$ cat src/rtl/sync_fifo.sv
// sync_fifo: single-clock FIFO with first-word-fall-through read.
//   Stores DATA_DEPTH words of DATA_WIDTH bits. The head word is visible on
//   rd_data_o before the edge that pops it, so the consumer takes
//   rd_data_o and rd_data_vaild_o at the same edge that issues the pop.
// Ports:
//   clk, rst_n       clock, asynchronous active-low reset
//   wr_en_i          push request; ignored while full (even when popping too)
//   wr_data_i        push data
//   rd_en_i          pop request; ignored while empty (no write bypass)
//   rd_data_vaild_o  rd_en_i & ~empty_o (this pop will be serviced)
//   rd_data_o        head word, 0 when empty
//   elem_cnt_o       occupancy 0..DATA_DEPTH
//   full_o, empty_o  occupancy flags, derived from registered state
module sync_fifo #(
  parameter int DATA_WIDTH = 32,
  parameter int DATA_DEPTH = 8
) (
  input  logic                          clk,
  input  logic                          rst_n,
  input  logic                          wr_en_i,
  input  logic [DATA_WIDTH-1:0]         wr_data_i,
  input  logic                          rd_en_i,
  output logic                          rd_data_vaild_o,
  output logic [DATA_WIDTH-1:0]         rd_data_o,
  output logic [$clog2(DATA_DEPTH):0]   elem_cnt_o,
  output logic                          full_o,
  output logic                          empty_o
);

  localparam int AW = $clog2(DATA_DEPTH);
  localparam int PW = AW + 1;
  localparam logic [PW-1:0] DEPTH_CNT = PW'(DATA_DEPTH);

  logic [DATA_WIDTH-1:0] mem [DATA_DEPTH];
  logic [PW-1:0]         wr_ptr;
  logic [PW-1:0]         rd_ptr;
  logic [PW-1:0]         count;
  logic                  wr_acc;
  logic                  rd_acc;

  // Pointers carry one extra wrap bit, so their difference is the
  // occupancy over the full 0..DATA_DEPTH range.
  always_comb begin
    count           = wr_ptr - rd_ptr;
    full_o          = (count == DEPTH_CNT);
    empty_o         = (count == '0);
    elem_cnt_o      = count;
    wr_acc          = wr_en_i && !full_o;
    rd_acc          = rd_en_i && !empty_o;
    rd_data_vaild_o = rd_acc;
    rd_data_o       = empty_o ? '0 : mem[rd_ptr[AW-1:0]];
  end

  always_ff @(posedge clk or negedge rst_n) begin
    if (!rst_n) begin
      wr_ptr <= '0;
      rd_ptr <= '0;
    end else begin
      if (wr_acc) wr_ptr <= wr_ptr + PW'(1);
      if (rd_acc) rd_ptr <= rd_ptr + PW'(1);
    end
  end

  // Storage is deliberately left out of reset.
  always_ff @(posedge clk) begin
    if (wr_acc) mem[wr_ptr[AW-1:0]] <= wr_data_i;
  end

endmodule

$ cat config.mk
export PLATFORM = sky130hd
export DESIGN_NAME = sync_fifo
export DESIGN_NICKNAME = d
export VERILOG_FILES = /design/src/rtl/sync_fifo.sv
export SDC_FILE = /design/constraint.sdc
export NUM_CORES = 1
export LEC_CHECK = 0
export CAP_MARGIN = 20
export CORE_MARGIN = 2
export CORE_UTILIZATION = 60
export CTS_BUF_LIST = sky130_fd_sc_hd__clkbuf_4
export CTS_CLUSTER_DIAMETER = 30
export DETAILED_ROUTE_END_ITERATION = 10
export MAX_ROUTING_LAYER = met4
export PLACE_DENSITY = 0.81
export RECOVER_POWER = 100
export SLEW_MARGIN = 20
export SYNTH_ARGS = -nofsm -noshare
export SYNTH_HDL_FRONTEND = slang
export SYNTH_SLANG_ARGS = --single-unit
$ cat constraint.sdc
create_clock -name clk -period 5.1 [get_ports clk]
set_input_delay 0.51 -clock clk [delete_from_list [all_inputs] [get_ports clk]]
set_output_delay 0.51 -clock clk [all_outputs]
set_load 0.02 [all_outputs]
Yosys cells after proc, flatten, opt, wreduce, memory -nomap -nowiden
Memories as Yosys holds them, arrays and structs flattened.
Index checks and enable logic that the tools add are counted.
Widths: inputs -> output; s select.
- multiplexer cells: 3
- $add $sub $neg: 3
- equality and inequality tests: 1
- reduce and logical (&&, ||, !) cells: 5
- operator list (operator ; count):
    $mux 32 ; 1
    $add 4x1->4 const B ; 2
    $eq 4x4->1 const B ; 1
    $logic_not 4->1 ; 1
    $sub 4x4->4 ; 1
    $logic_and 1x1->1 ; 2
    $logic_not 1->1 ; 2
    $mux 1 ; 2
- input bits: 36
- memories: 1
- bits in writable memories: 256
- word-level logic and storage cells: 15
- output and inout port bits: 39
- register bits: 8
- memory list (name ; words ; width ; read ports ; clocked after memory_dff ; wr ports ; RTL line ; source):
    mem ; 8 ; 32 ; 1 ; 0 ; 1 ; 34 ; logic [DATA_WIDTH-1:0] mem [DATA_DEPTH];

Logic depth before layout (Yosys ltp)
- depth after elaboration: 6
- mapped depth: 10
- mapped depth without buffers: 9

Worst setup path before layout
No wires, ideal clock.
- kind: register to register
- start point: reg rd_ptr[1]
- end point: mem mem[0][0] (enable)
- required time: 4.639 ns
- library setup time: 0.461 ns
- buffers on the path: 2
- slack: 0.148 ns
- cell stages (with the launch flop): 10
- data arrival time: 4.491 ns
- clock period less this slack: 4.952 ns
- path through: dfrtp_1 -> buf_2 -> buf_1 -> inv_1 -> fa_1 -> xor2_1 -> nor3_1 -> o21ai_2 -> nand3b_1 -> nor3_1
- cells in the longest elaborated chain, start to end: 6
- ends and longest elaborated chain (item ; RTL line ; source):
    from (decl) ; 36 ; logic [PW-1:0] rd_ptr;
    from (signal assigned) ; 60 ; if (rd_acc) rd_ptr <= rd_ptr + PW'(1);
    $sub 4x4->4 ; 44 ; count = wr_ptr - rd_ptr;
    via elem_cnt_o[2] ; 25 ; output logic [$clog2(DATA_DEPTH):0] elem_cnt_o,
    $eq 4x4->1 ; 45 ; full_o = (count == DEPTH_CNT);
    $logic_not 1->1 ; 48 ; wr_acc = wr_en_i && !full_o;
    $logic_and 1x1->1 ; 48 ;
    $mux 1 ; 66 ; if (wr_acc) mem[wr_ptr[AW-1:0]] <= wr_data_i;
    $mux 1 (implied by the code) ; 66 ;
    to (decl) ; 34 ;
The timed path passes the listed nets, and every way through them passes these cells.

Final worst setup path
- start point: reg wr_ptr[0]
- end point: out rd_data_vaild_o
- cells in the longest elaborated chain, start to end: 4
- ends and longest elaborated chain (item ; RTL line ; source):
    from (decl) ; 35 ; logic [PW-1:0] wr_ptr;
    from (signal assigned) ; 59 ; if (wr_acc) wr_ptr <= wr_ptr + PW'(1);
    $sub 4x4->4 ; 44 ;
    $logic_not 4->1 ; 46 ; empty_o = (count == '0);
    $logic_not 1->1 ; 49 ; rd_acc = rd_en_i && !empty_o;
    $logic_and 1x1->1 ; 49 ;
    to (decl) ; 23 ; output logic rd_data_vaild_o,
Every way passes these cells.

==> results by group <==
GRT
  • Number of global-route vias before repair: 5776
  • Initial antenna violation count: 4
  • Total track usage: 24.3%
  • Largest net degree at the start of global routing: 68
  • Overflow after GRT: 0
  • First-pass GRT wire length: 31500 um

Critical path
  • Crit path top cell by count: inv_1
  • Worst Setup EP: rd_data_vaild_o
  • Top Family by Delay on Critical Path: buffers and inverters
  • R2R cell count: 10
  • Data required, critical path: 4.59 ns
  • Internal reg-to-reg setup slack: 0.77 ns
  • Worst Path Max Fanout: 20
  • WS Path Type: register to output port
  • Crit path DAT: 3.83 ns
  • Cell Chain, Critical Path: inv_1, ha_1, inv_1, fa_1, or3_1, nor3_1, buf_4, nor2b_1, dlygate4sd3_1
  • Crit path buf inv count: 4
  • R2r endpoint: mem[1][16]
  • R2R Path Start: wr_ptr[0]
  • Critical path capture point type: output port
  • Startpoint Class: register
  • Slowest cell delay on critical path: 0.68 ns
  • Slowest stage cell, crit path: dlygate4sd3_1
  • Worst Setup SP: wr_ptr[0]
  • Instance count on the critical path: 9

Logic synthesis
  • Syn_area_per_cell: 20.3 um2
  • Top cells by area, synth: edfxtp_1, mux4_2, nand2_1
  • Sequential-to-total area share from yosys stat: 77.1%
  • Post-Synthesis Cells: 505
  • Ys Warns: 0
  • Leading area contributor after synthesis: edfxtp_1
  • Synth unique cells: 30
  • Top cell type's share of synthesized area: 75.1%
  • Syn Nets: 547
  • Post-Syn Area: 0.0102 mm2
  • Seq cells post-synth: 264

Clocking
  • Clock buffer count from CTS: 61
  • Skew-Pair Late Insertion Delay: 0.66 ns
  • Cts repair resizes: 0
  • Root Buffer: clkbuf_4
  • H-tree depth: 2
  • Max Buffers Root-to-Sink: 3
  • Hold-fix buffers, CTS: 0
  • Clock tree from TritonCTS: yes
  • Number of setup buffers added after CTS: 0
  • Clock sink total: 264
  • Reg clk slew, reported paths: 0.07 ns

Detailed routing
  • Vias per Instance: 5.87
  • Via count: 5334
  • DRC violations left: 0
  • DR pass1 iterations: 5
  • Total wire length: 20400 um
  • Wire per inst: 22.5 um
  • Number of nets with antenna violations after routing: 0
  • First DRT Iteration DRCs: 406

Floorplanning
  • Die Footprint: 0.0181 mm2
  • Core Area: 0.0166 mm2
  • Number of placed I/O pins: 75
  • Initial core utilization: 61.5%
  • Die H: 135 um
  • Die width: 135 um
  • Std cell rows: 47

Timing
  • Max-slew violations: 58
  • Crit share post-route: 85.2%
  • TNS Setup: 0 ns
  • Hold Vio Cnt, Final: 0
  • RSZ-0062 raised after global routing: no
  • Worst Skew: 0.0238 ns
  • FMAX: 230 MHz
  • Least-Margin Pin Slew: 1.76 ns
  • Setup violators final: 0
  • Slew HR: -17.5%
  • Fin crit period: 4.34 ns

Final layout
  • # fillers: 1011
  • Commonest non-fill, non-tap cell in the layout: edfxtp_1
  • Area added between synthesis and finish: 17.9%
  • Layout cells sized above 1: 25.9%
  • Most frequent cells in the layout: edfxtp_1, clkbuf_4, dlygate4sd3_1, nand2_1, mux4_2
  • Net count, final: 676
  • Non-Filler Instances: 908

Placement
  • Buffers on Ports: 74
  • DP HPWL: 11400 um
  • Placer congestion estimate: 0.789
  • Placed cell count: 791

Power
  • PD cells: 639 mW/mm2
  • P_leak: 4.06 nW
  • VDD IR max: 0.491 mV

Min path
  • HP Class: input pin to asynchronous set/reset pin

Outcome
  • Failing checks: capacitance limit, slew limit
  • Status: complete, but fails checks

Run
  • Max cap viols: 5
-- final cells by class --
class | instances | area [um2] | area share (%)
Sequential cell | 264 | 7890 | 65.4
Clock inverter | 22 | 116 | 0.965
Inverter | 6 | 22.5 | 0.187
Tap cell | 220 | 275 | 2.28
Clock buffer | 91 | 683 | 5.66
Antenna cell | 4 | 10.0 | 0.0830
Timing Repair Buffer | 91 | 867 | 7.19
Multi-Input combinational cell | 210 | 2190 | 18.2
-- synth_stat cells, drive strengths merged --
cell type  count
fa             1
nor3           5
buf           14
nand3          2
o31ai          1
inv            5
nor2b          1
mux4          64
dfrtp          8
nand2b         1
o21ai          1
and3           1
xnor2          5
edfxtp       256
a21oi         35
nor2           8
or3            1
or2            1
nand4          2
clkinv         1
xor2           3
nand3b         2
ha             5
mux2           2
nand2         69
clkbuf        11
-- power breakdown --
group          switching, mW  internal [mW]
Clock                  0.791          0.869
Combinational           1.82           1.33
Sequential             0.112           2.79
-- per-stage QoR --
step / worst slack (ns) / hold slack (ns) / power [mW] / utilization [%] / area (um2)
after floorplan: 0.148 / 0.214 / 4.98 / - / 10200
after global placement: 1.57 / 0.529 / 6.21 / 67.8 / 11300
after detailed placement: 1.56 / 0.546 / 6.35 / 68.4 / 11400
after CTS: 0.826 / 0.110 / 8.02 / 73.2 / 12200
after global routing: 0.406 / 0.203 / 8.11 / 72.5 / 12100
final: 0.755 / 0.228 / 7.71 / 72.5 / 12100
-- state kept, by name, summed over array words and instances, names as in the netlist --
name / count
mem: 256
rd_ptr: 4
wr_ptr: 4
-- per-layer routing --
layer	GRT usage, %	share of wire (%)	vias to the layer above
met4	8.13	2.2	0
met1	30.2	38	2687
met5	-	0	-
li1	-	-	2342
met2	39.6	52	256
met3	6.53	8.3	49
-- worst min path at each step --
stage / from / to / slack, ns / depth (start not counted)
6_report: rst_n / rd_ptr[2] / 0.23 / 1
5_1_grt: rst_n / wr_ptr[1] / 0.20 / 1
4_1_cts: rst_n / wr_ptr[1] / 0.11 / 1
3_5_place_dp: wr_ptr[3] / wr_ptr[3] / 0.55 / 2
3_3_place_gp: wr_ptr[3] / wr_ptr[3] / 0.53 / 2
2_1_floorplan: rst_n / rd_ptr[0] / 0.21 / 0
-- cells by family after synthesis --
kind of cell | Yosys count | share of synthesized area, %
XOR/XNOR | 8 | 0.685
AO/OA/AOI/OAI | 37 | 1.87
flip-flops | 264 | 77.1
AND/OR/NAND/NOR | 93 | 3.93
multiplexers | 66 | 14.3
buffers and inverters | 31 | 1.30
adder cells (fa/ha/maj) | 6 | 0.807
Note: power is estimated with default switching activity, not from simulation.
